### config.mk
export PLATFORM = sky130hd
export DESIGN_NAME = odo_sbox_inv_loader
export DESIGN_NICKNAME = d
export VERILOG_FILES = /design/src/rtl/odo_sbox_inv_loader.sv
export SDC_FILE = /design/constraint.sdc
export NUM_CORES = 1
export LEC_CHECK = 0
export ABC_AREA = 1
export ABC_CLOCK_PERIOD_IN_PS = 3000
export CAP_MARGIN = 20
export CORE_MARGIN = 8
export CORE_UTILIZATION = 25
export DETAILED_ROUTE_END_ITERATION = 8
export HOLD_SLACK_MARGIN = 0.06
export SLEW_MARGIN = 20
export SYNTH_ARGS = -nofsm -noshare
export SYNTH_HDL_FRONTEND = slang
export SYNTH_SLANG_ARGS = --single-unit
### constraint.sdc
create_clock -name clk_i -period 3 [get_ports clk_i]
set_input_delay 0.6 -clock clk_i [delete_from_list [all_inputs] [get_ports clk_i]]
set_output_delay 0.6 -clock clk_i [all_outputs]
set_load 0.02 [all_outputs]
### src/rtl/odo_sbox_inv_loader.sv
// Runtime-loadable inverse S-box: takes a forward table in index order, builds its inverse, serves 1-cycle lookups.
// Define ODO_SBOX_INV_CHECK_EN to build the bijection check (seen bitmap, dup flag, load_error).
module odo_sbox_inv_loader #(
  parameter int unsigned W = 6
) (
  input  logic         clk_i,
  input  logic         rst_i,
  input  logic         restart_i,
  input  logic         load_valid_i,
  input  logic [W-1:0] load_data_i,
  output logic         load_ready_o,
  output logic         load_done_o,
  output logic         load_error_o,
  input  logic         in_valid_i,
  input  logic [W-1:0] in_i,
  output logic         out_valid_o,
  output logic [W-1:0] out_o
);

  localparam int unsigned DEPTH    = 1 << W;
  localparam logic [W:0]  LAST_IDX = (W+1)'(DEPTH - 1);

  typedef enum logic [1:0] {
    ST_LOAD  = 2'd0,
    ST_READY = 2'd1,
    ST_ERR   = 2'd2
  } state_e;

  state_e       state_q, state_d;
  logic [W:0]   idx_q, idx_d;
  logic         done_q, done_d;
  logic         out_valid_q, out_valid_d;
  logic [W-1:0] out_q, out_d;
  logic         inv_we_c;
  logic [W-1:0] inv_q [DEPTH];

`ifdef ODO_SBOX_INV_CHECK_EN
  logic [DEPTH-1:0] seen_q, seen_d;
  logic             dup_q, dup_d;
  logic             error_q, error_d;
  logic             dup_now_c;
`endif

  // Next-state, table-write enable and lookup result
  always_comb begin
    state_d     = state_q;
    idx_d       = idx_q;
    done_d      = 1'b0;
    out_valid_d = 1'b0;
    out_d       = out_q;
    inv_we_c    = 1'b0;
`ifdef ODO_SBOX_INV_CHECK_EN
    seen_d      = seen_q;
    dup_d       = dup_q;
    error_d     = error_q;
    dup_now_c   = dup_q | seen_q[load_data_i];
`endif
    if (restart_i) begin
      state_d = ST_LOAD;
      idx_d   = '0;
`ifdef ODO_SBOX_INV_CHECK_EN
      seen_d  = '0;
      dup_d   = 1'b0;
      error_d = 1'b0;
`endif
    end else begin
      case (state_q)
        ST_LOAD: begin
          if (load_valid_i) begin
            inv_we_c = 1'b1;
            idx_d    = idx_q + (W+1)'(1);
`ifdef ODO_SBOX_INV_CHECK_EN
            seen_d[load_data_i] = 1'b1;
            dup_d               = dup_now_c;
            if (idx_q == LAST_IDX) begin
              if (dup_now_c) begin
                state_d = ST_ERR;
                error_d = 1'b1;
              end else begin
                state_d = ST_READY;
                done_d  = 1'b1;
              end
            end
`else
            if (idx_q == LAST_IDX) begin
              state_d = ST_READY;
              done_d  = 1'b1;
            end
`endif
          end
        end
        ST_READY: begin
          if (in_valid_i) begin
            out_valid_d = 1'b1;
            out_d       = inv_q[in_i];
          end
        end
        default: ;
      endcase
    end
  end

  always_ff @(posedge clk_i) begin
    if (rst_i) begin
      state_q     <= ST_LOAD;
      idx_q       <= '0;
      done_q      <= 1'b0;
      out_valid_q <= 1'b0;
      out_q       <= '0;
`ifdef ODO_SBOX_INV_CHECK_EN
      seen_q      <= '0;
      dup_q       <= 1'b0;
      error_q     <= 1'b0;
`endif
    end else begin
      state_q     <= state_d;
      idx_q       <= idx_d;
      done_q      <= done_d;
      out_valid_q <= out_valid_d;
      out_q       <= out_d;
`ifdef ODO_SBOX_INV_CHECK_EN
      seen_q      <= seen_d;
      dup_q       <= dup_d;
      error_q     <= error_d;
`endif
    end
  end

  // Table storage is never cleared; it is only meaningful once READY
  always_ff @(posedge clk_i) begin
    if (inv_we_c && !rst_i) begin
      inv_q[load_data_i] <= idx_q[W-1:0];
    end
  end

  assign load_ready_o = (state_q == ST_LOAD);
  assign load_done_o  = done_q;
  assign out_valid_o  = out_valid_q;
  assign out_o        = out_q;
`ifdef ODO_SBOX_INV_CHECK_EN
  assign load_error_o = error_q;
`else
  assign load_error_o = 1'b0;
`endif

endmodule

---- After elaboration in Yosys (flattened, before gate mapping) ----
Memories as Yosys holds them, arrays and structs flattened. A register that Yosys moved wholly into a read port is not among the register bits.
Index checks and enable logic that the tools add are counted.
storage, ports and cells
  flip-flop bits (word level) ............. 10
  RAM bits ................................ 384
  bits of input ports ..................... 17
  output and inout port bits .............. 10
  word-level logic and storage cells ...... 27
  memories kept ........................... 1
memory list
  memory  depth  width  rd ports  clocked after Yosys merged registers in  wr ports  line  RTL
  inv_q   64     6      1         1                                        1         35    logic [W-1:0] inv_q [DEPTH];
cells by class
  $add $sub $neg .......................... 1
  equality and inequality tests ........... 1
  mux-type cells .......................... 7
  bitwise logic cells ..................... 4
  reductions and logical operators ........ 9
operator list
  kind                 count
  $add 7x1->7 const B  1
  $eq 7x6->1 const B   1
  $mux 1               7
  $reduce_and 3->1     2
  $not 1->1            4
  $reduce_or 4->1      1
  $reduce_or 3->1      1
  $logic_not 2->1      1
  $reduce_and 2->1     1
  $reduce_or 2->1      1
  $logic_and 1x1->1    1
  $logic_not 1->1      1

---- Depth between registers and ports, before layout ----
Gate-level depths: netlist of the first run.
  word-level depth ........................ 6
  gate-level depth with buffers ........... 13

---- Least setup slack after synthesis of the first run ----
No wires, ideal clock.
  path type ............................... reg2reg
  start ................................... register idx_q[0]
  end ..................................... register state_q[0]
  setup time .............................. 0.087 ns
  data arrival time ....................... 2.134 ns
  required time ........................... 2.913 ns
  path slack .............................. 0.779 ns
  cell stages (with the launch flop) ...... 9
  period minus slack after synthesis ...... 2.221 ns
  cells stage by stage .................... dfxtp_1 > ha_1 > nand3_1 > nor2_1 > and3_1 > inv_1 > nor3_2 > inv_2 > o31ai_1
on the way
  longest elaborated chain between the ends .. 2
ends and longest elaborated chain
  item                               line  RTL
  from (decl)                        30    logic [W:0] idx_q, idx_d;
  from (signal assigned)             117   idx_q <= idx_d;
  $eq 7x6->1                         85    if (idx_q == LAST_IDX) begin
  $reduce_and 3->1 (no source line)  -
  to (signal assigned)               116   state_q <= state_d;
  to (decl)                          29    state_e state_q, state_d;
No other way between the ends.
A chain may end at the register's enable or synchronous reset.

---- Worst setup path in the final report of the first run ----
  start ................................... register out_q[5], in the netlist out_o[5], read port of inv_q
  end ..................................... output out_o[5]
RTL lines
  item         line  RTL
  from (decl)  33    logic [W-1:0] out_q, out_d;
  to (decl)    17    output logic [W-1:0] out_o
No word-level cell between the ends.

==> summary.txt, run 1 <==
Pwr
  • Worst vdd ir: 0.4157 mV
  • PwrDens: 614.3 nW/um^2
  • Leakage: 6.689 nW
  • Power Total: 11.70 mW

Final layout
  • Fin area: 19050 sq um
  • Commonest non-fill, non-tap cells in the layout: nand2_1, edfxtp_1, nand3_1
  • Commonest non-fill, non-tap cell in the layout: nand2_1
  • Final Net Count: 1475
  • Area grow syn2layout: 16.55%
  • Post-Layout Cell Count: 2344
  • Share of post-route cells with drive strength above 1: 8.406%

Clocking
  • Maximum level of the CTS H-tree: 2
  • Setup repair bufs after CTS: 0
  • Num CTS Buffers: 41
  • CTS max path bufs: 3
  • CTS tree: built
  • Clock sinks: 400
  • Resize count post-CTS: 0
  • Worst-path clk slew: 60 ps
  • CTS root buffer: clkbuf_16
  • Cts hold-fix bufs: 0
  • Clock Latency Late Sink: 530 ps

Yosys
  • Post-Syn Nets: 1445
  • Synth cell types: 23
  • Post-synthesis async set-or-reset flop share: 0%
  • Syn avg cell area: 11.45 sq um
  • #FFs+latches synth: 400
  • Post-Synthesis Cells: ~1400
  • Sequential share of the synthesized area: 72.50%
  • Post-synth EDFFs: about 380
  • Synth Flop Type: edfxtp_1
  • Mapped Area: between 15000 and 20000 sq um
  • Warnings from Yosys: 0

STA
  • FMAX: 451.3 MHz
  • Minimum clock period: 2216 ps
  • Final worst setup slack: 784.4 ps
  • Max Clock Skew: 9.438 ps
  • RSZ-0062 raised after global routing: false
  • Final Setup Violations: 0
  • Period utilization: 73.85%
  • Worst Tran Pin Value: 946.5 ps
  • Setup TNS: 0 ps
  • Max Slew Vio Count: 0
  • Final hold vios: 0
  • Max transition margin: between 30% and 40%

Job
  • Max cap viols: 0

Detailed routing
  • Pre-antenna DRT Iters: 5
  • Via count: 10823
  • DRC: 0
  • DRT antenna net count: 0
  • Total routed wirelength: 41.93 mm
  • Via density: about 4.6
  • Detailed Route Iter0 Violations: 907
  • WL per Instance: 17.89 um

Setup path
  • Crit end category: output pin
  • Max stage delay on crit path: 670 ps
  • CP Cell Sequence: clkdlybuf4s50_1
  • CP top delay family: buffers and inverters
  • Buf+Inv Stages, Crit Path: 1
  • Critical Path RT: 2400 ps
  • Worst EP arrival: 1620 ps
  • Crit Path Category: reg -> out
  • CP Max Fanout: 2
  • Worst Setup Start Kind: flop
  • Critical path's slowest cell: clkdlybuf4s50_1

Floorplan
  • Chip height: approximately 270 um
  • Initial Util: 25.31%
  • Die area: roughly 74000 sq um
  • Floorplan core area: between 60000 and 70000 sq um
  • Die Wd: 271.7 um
  • Row count: 93
  • IO Pins: 27

Placement
  • Placed Cells: 2269
  • Post-place instance area: 17710 sq um
  • Final HPWL DP: 25.64 mm
  • Routability cong.: 0.8259
  • Place WS: between 200 and 300 ps
  • I/O Buffers: 25

Global routing
  • First-pass GRT wire length: ~63 mm
  • Number of global-route vias before repair: 10624
  • Gr usage total: 10.93%
  • Gr ovfl total: 0
  • Antenna violations before repair: 2
  • Largest net degree at the start of global routing: 97

Status
  • Status: finished clean

Worst hold path
  • Class of the worst hold path: reg -> reg
## sequential cells by signal (all words and copies together) (netlist names)
name         cells
state_q          1
out_o            6
out_valid_o      1
inv_q          384
load_done_o      1
idx_q            7
## cells in the mapped netlist (6+ instances only)
| master | number | share of area, % |
|---|---|---|
| buf_1 | 8 | 0.18 |
| buf_2 | 44 | 1.3 |
| buf_4 | 16 | 0.73 |
| clkbuf_1 | 15 | 0.34 |
| dfxtp_1 | 16 | 2.0 |
| edfxtp_1 | 384 | 71 |
| inv_1 | 22 | 0.51 |
| inv_2 | 6 | 0.14 |
| nand2_1 | 445 | 10 |
| nand3_1 | 369 | 11 |
| nor2_1 | 80 | 1.8 |
## power breakdown
part	internal, mW	total, mW	switching [mW]
sequential	6.05	6.05	0.00212
combinational	0.174	0.587	0.413
clock	3.01	5.06	2.05
total	9.24	11.7	2.47
## kinds of logic (layout without fill, tap and decap cells)
kind of cell               after synthesis  after routing  share of synthesized area (%)
DFF                                    400            400                          72.50
and+or+nand+nor                        905            905                          23.81
adders and majority gates                1              1                        0.07653
buffers and inverters                  111            171                          3.253
other                                    1              3                        0.02294
xor gates and xnor gates                 2              2                         0.1072
AOI/OAI and AO/OA                        7              7                         0.2297
## metal layers
metal,part of all wire (%),wire [um],global-route usage (%),vias to the layer above
li1,-,-,-,5067
met1,42,17640,13.97,5293
met2,48,20130,18.57,387
met3,7.1,2995,2.075,76
met4,2.8,1165,3.489,0
met5,0,0,0,-
## worst reg2reg max path: cells and delay by family (launching register included)
family                 cells  cell delay, ps
and+or+nand+nor            4             970
buffers and inverters      2             310
DFF                        1             300
## through the flow
step | hold slack [ps] | util (%)
finish | 459.9 | 29.50
global route | 468.4 | 29.49
CTS | 460.5 | 29.49
detailed placement | 452.8 | 27.42
global placement | 437.8 | 27.42
floorplan | 422.9 | -
## layout make-up
| class | instances | area, sq um |
|---|---|---|
| diodes | 2 | 5.005 |
| clock buffers | 49 | 1086 |
| inverters | 28 | 107.6 |
| multi-input cells | 916 | 3963 |
| flip-flops and latches | 400 | 11860 |
| clock inverters | 24 | 254.0 |
| well taps | 855 | 1070 |
| repair buffers | 70 | 706.9 |
| fillers | 6529 | 45530 |
## worst paths after layout
check                                              from                endpoint  slack, ps  cells past startpoint
worst max register to register  state_q[0]$_SDFFE_PP0P_  inv_q[49][4]$_DFFE_PP_       1060                      6
worst max-delay path              out_o[5]$_SDFFE_PP0P_                out_o[5]        780                      1
worst min-delay path              idx_q[6]$_SDFFE_PP0P_  load_done_o$_SDFF_PP0_        460                      1
worst min register to register    idx_q[6]$_SDFFE_PP0P_  load_done_o$_SDFF_PP0_        460                      1
Note: power is estimated with default switching activity, not from simulation.
==> run 2, diff against run 1 <==
ABC_CLOCK_PERIOD_IN_PS = 2100   (was 3000)
clock period = 2.1 ns   (was 3 ns; I/O delays follow)
==> summary.txt, run 2 (synthesis results as in run 1) <==
Pwr
  • Leakage: 7.141 nW (+6.8%)
  • Power Total: 16.83 mW (+44%)
  • Worst vdd ir: 0.6619 mV (+59%)
  • PwrDens: 852.8 nW/um^2 (+39%)

STA
  • Worst Tran Pin Value: 906.1 ps (-40.40 ps)
  • Max Clock Skew: 14.57 ps (+5.130 ps)
  • Max transition margin: 39.59% (+2.7 points)
  • Minimum clock period: around 2000 ps
  • Final worst setup slack: 48.79 ps (-735.6 ps)
  • Max Slew Vio Count: 0 (unchanged)
  • Period utilization: 97.68%
  • Setup TNS: 0 ps (unchanged)
  • Final Setup Violations: 0 (unchanged)
  • FMAX: 487.5 MHz
  • RSZ-0062 raised after global routing: false
  • Final hold vios: 0 (unchanged)

Floorplan
  • Die area: 73820 sq um (unchanged)
  • IO Pins: 27 (unchanged)
  • Die Wd: 271.7 um (unchanged)
  • Floorplan core area: 64580 sq um (unchanged)
  • Chip height: 271.7 um (unchanged)
  • Initial Util: 25.31% (unchanged)
  • Row count: 93 (unchanged)

Detailed routing
  • Via count: 11054 (+2.1%)
  • Total routed wirelength: 42.11 mm (+0.43%)
  • Routed met2 length: 20.03 mm (-0.46%)
  • WL per Instance: 17.38 um (-2.8%)
  • DRC: 0 (unchanged)
  • Metal1 wirelength: 17.62 mm (-0.10%)
  • DRT antenna net count: 0 (unchanged)
  • Met3 Routed Length: 3.237 mm (+8.1%)
  • Detailed Route Iter0 Violations: 959 (+5.7%)
  • Pre-antenna DRT Iters: 7 (+2)
  • Via density: 4.562 (-1.2%)
  • Top sig layer: met4

Setup path
  • Critical Path RT: 1680 ps (-720 ps)
  • Worst Setup Start Kind: flop
  • R2r setup slk: 400 ps (-660 ps)
  • Stages on the worst setup path: 1 (unchanged)
  • Worst R2R End: inv_q[37][2]$_DFFE_PP_
  • Max stage delay on crit path: 680 ps (about the same)
  • Reg2Reg Depth: 7 (+1)
  • CP Cell Sequence: clkdlybuf4s50_1
  • Worst EP arrival: 1630 ps (about the same)
  • Worst reg2reg path startpoint: state_q[0]$_SDFFE_PP0P_
  • Critical path's slowest cell: clkdlybuf4s50_1
  • Crit path to: out_o[4]
  • CP top delay family: buffers and inverters
  • Crit end category: output pin
  • CP Max Fanout: 2 (unchanged)
  • Buf+Inv Stages, Crit Path: 1 (unchanged)
  • Worst setup startpoint: out_o[4]$_SDFFE_PP0P_
  • Crit Path Category: reg -> out

Clocking
  • Resize count post-CTS: 0 (unchanged)
  • Cts hold-fix bufs: 0 (unchanged)
  • Setup repair bufs after CTS: 0 (unchanged)
  • Num CTS Buffers: 43 (+4.9%)
  • Clock Latency Late Sink: 540 ps (about the same)
  • Clock sinks: 400 (unchanged)
  • CTS tree: built
  • CTS root buffer: clkbuf_16
  • Worst-path clk slew: 60 ps (about the same)
  • Maximum level of the CTS H-tree: 2 (unchanged)
  • CTS max path bufs: 3 (unchanged)

Final layout
  • Final Net Count: 1555 (+5.4%)
  • Share of post-route cells with drive strength above 1: 12.44% (+4.0 points)
  • Multi-input logic area: 3963 sq um (unchanged)
  • Max reg flops: 384 (unchanged)
  • Biggest register: inv_q
  • Area grow syn2layout: 20.72%
  • Commonest non-fill, non-tap cell in the layout: nand2_1
  • Fillers: 6488 (-0.63%)
  • Post-layout util: 30.56% (+1.1 points)
  • Reg area: 11860 sq um (unchanged)
  • Commonest non-fill, non-tap cells in the layout: nand2_1, edfxtp_1, nand3_1
  • Post-Layout Cell Count: 2423 (+3.4%)

Global routing
  • First-pass GRT wire length: 64.43 mm (+1.9%)
  • Gr usage total: 11.09% (+0.16 points)
  • Antenna violations before repair: 2 (unchanged)
  • Number of global-route vias before repair: 11058 (+4.1%)
  • Largest net degree at the start of global routing: 66 (-32%)
  • Gr ovfl total: 0 (unchanged)

Placement
  • Placed Cells: 2347 (+3.4%)
  • Place WS: -193.9 ps (-465.5 ps)
  • Routability cong.: 0.8230 (-0.35%)
  • Final HPWL DP: 26.12 mm (+1.9%)
  • I/O Buffers: 25 (unchanged)

Status
  • Status: finished clean

Worst hold path
  • Class of the worst hold path: reg -> reg

Job
  • Max cap viols: 0 (unchanged)
[run 2: per-stage QoR]
step | cell area, sq um | hold WS [ps]
detailed placement | 18380 | 435.9
global route | 19730 | 472.9
finish | 19730 | 455.2
CTS | 19730 | 444.1
floorplan | 16350 | 422.9
global placement | 18380 | 434.4
[run 2: layout make-up]
type / count / share of cell area [%]
clock buffers: 54 / 5.878
multi-input cells: 916 / 20.08
repair buffers: 148 / 6.994
flip-flops and latches: 400 / 60.10
diodes: 1 / 0.01268
clock inverters: 21 / 0.9701
well taps: 855 / 5.421
inverters: 28 / 0.5453
[run 2: metal layers]
metal	up-vias	track usage [%]
met5	-	0
met4	0	3.615
li1	5229	-
met1	5356	14.07
met3	84	2.444
met2	385	18.67
[run 2: worst min path at each step]
stage	start	end	slack, ps	cells past startpoint
floorplan	idx_q[6]$_SDFFE_PP0P_	load_done_o$_SDFF_PP0_	420	1
global placement	idx_q[6]$_SDFFE_PP0P_	load_done_o$_SDFF_PP0_	430	1
detailed placement	idx_q[6]$_SDFFE_PP0P_	load_done_o$_SDFF_PP0_	440	1
CTS	in_valid_i	out_valid_o$_SDFF_PP0_	440	3
global route	in_valid_i	out_valid_o$_SDFF_PP0_	470	3
finish	idx_q[6]$_SDFFE_PP0P_	load_done_o$_SDFF_PP0_	460	1
[run 2: report_power, final]
group / total (mW) / leakage [nW] / internal (mW) / switching [mW]
clock network: 7.30 / 0.654 / 4.37 / 2.93
logic: 0.881 / 2.88 / 0.287 / 0.595
registers: 8.65 / 3.61 / 8.65 / 0.00336
total: 16.8 / 7.14 / 13.3 / 3.53
==> RTL edit, RTL diff (settings of run 2) <==
Change the parameter `W` from 6 to 5.
--- a/src/rtl/odo_sbox_inv_loader.sv
+++ b/src/rtl/odo_sbox_inv_loader.sv
@@ -1,7 +1,7 @@
 // Runtime-loadable inverse S-box: takes a forward table in index order, builds its inverse, serves 1-cycle lookups.
 // Define ODO_SBOX_INV_CHECK_EN to build the bijection check (seen bitmap, dup flag, load_error).
 module odo_sbox_inv_loader #(
-  parameter int unsigned W = 6
+  parameter int unsigned W = 5
 ) (
   input  logic         clk_i,
   input  logic         rst_i,
Ports: changed (resized in_i, load_data_i and out_o); port bits go from 27 to 24. No check against the original RTL was run, so the function may have changed too.
==> RTL edit against run 2 <==
- non-clock buffer count fell by 67
- power fell by 55%
- first-iteration DRC count fell by 72%
- sequential share of layout area fell by 2.6 points
- combinational power fell by 53%
- synthesized area fell by 56%
- final cell count fell by 54%
- sequential power fell by 57%
- worst setup slack improved by 0.20 ns
- sequential cell count fell by 226
- clock power fell by 54%
- final area fell by 55%
- wire length fell by 61%
- largest power group unchanged
==> RTL edit: results (changes against run 2) <==
[route]
wl_met3_um = 737  ; -77%
dr.pass1.iters = 5  ; -2
vias = 4804  ; -57%
drt_iter0_drc = 265  ; -72%
routedLengthMet1_um = 7310  ; -59%

[layout]
n_all_inverters = 19  ; -32%
clock_area_frac = 0.0723  ; +0.00383
diodes = 0  ; -1
multi_input_comb_area_um2 = 1840  ; -54%
fin_area_um2 = 8840  ; -55%
seq_share = 0.575  ; -0.0259
final_nets = 729  ; -53%
n_clock_buffer = 19  ; -65%
n_all_buffers = 81  ; -45%
multi_input_gates = 420  ; -54%
largest_reg_flops = 160  ; -58%
final_layout_size_suffix_gt1_frac = 0.140  ; +0.0161
buf_share = 0.0815  ; +0.0116

[yosys]
synth.area.top_cells = edfxtp_1 66%, nand2_1 11%, nand3_1 9.8%
synth_compound_area_frac = 0.0144  ; +0.0121
syn_nets = 661  ; -54%
synthXorXnorAreaFrac = 0  ; -0.00107
syn_inst = 645  ; -55%

[outcome]
outcome = complete, no violations

[critical_path]
endpoint = load_ready_o
r2r_cells = 6  ; -1
critical-path-max-stage-delay_ns = 0.60  ; -0.08 ns
cp.arrival_ns = 1.43  ; -0.20 ns

[global_route]
first_global_vias = 4839  ; -56%

[timing]
worst_slack_ns = 0.247  ; +0.198 ns

[power_and_ir_drop]
p_leak_nw = 3.24  ; -55%
seq_power_mw = 3.75  ; -57%
internal-power_mw = 5.95  ; -55%
peakVddDrop_mv = 0.491  ; -26%
combPwrFrac = 0.055  ; +0.003

[clocking]
cts_inserted_buffers = 17  ; -60%
worstSkewPairLatency_ns = 0.43  ; -0.11 ns

[placed_design]
portBuffers = 22  ; -12%
dp_slack_ns = -0.110  ; +0.0843 ns

RTL edit: worst min-delay path by stage:
stage,startpoint,end,slack [ns],cells after the start
2_1_floorplan,idx_q[5]$_SDFFE_PP0P_,idx_q[5]$_SDFFE_PP0P_,0.44,2
3_3_place_gp,idx_q[5]$_SDFFE_PP0P_,idx_q[5]$_SDFFE_PP0P_,0.45,2
3_5_place_dp,idx_q[5]$_SDFFE_PP0P_,idx_q[5]$_SDFFE_PP0P_,0.47,2
4_1_cts,idx_q[5]$_SDFFE_PP0P_,idx_q[5]$_SDFFE_PP0P_,0.48,2
5_1_grt,idx_q[5]$_SDFFE_PP0P_,idx_q[5]$_SDFFE_PP0P_,0.52,2
6_report,idx_q[5]$_SDFFE_PP0P_,idx_q[5]$_SDFFE_PP0P_,0.48,2
RTL edit: routing by layer:
layer,GRT usage,vias to the layer above
met5,0,-
met4,0.0406,0
met3,0.0279,24
met2,0.168,109
met1,0.122,2304
li1,-,2367
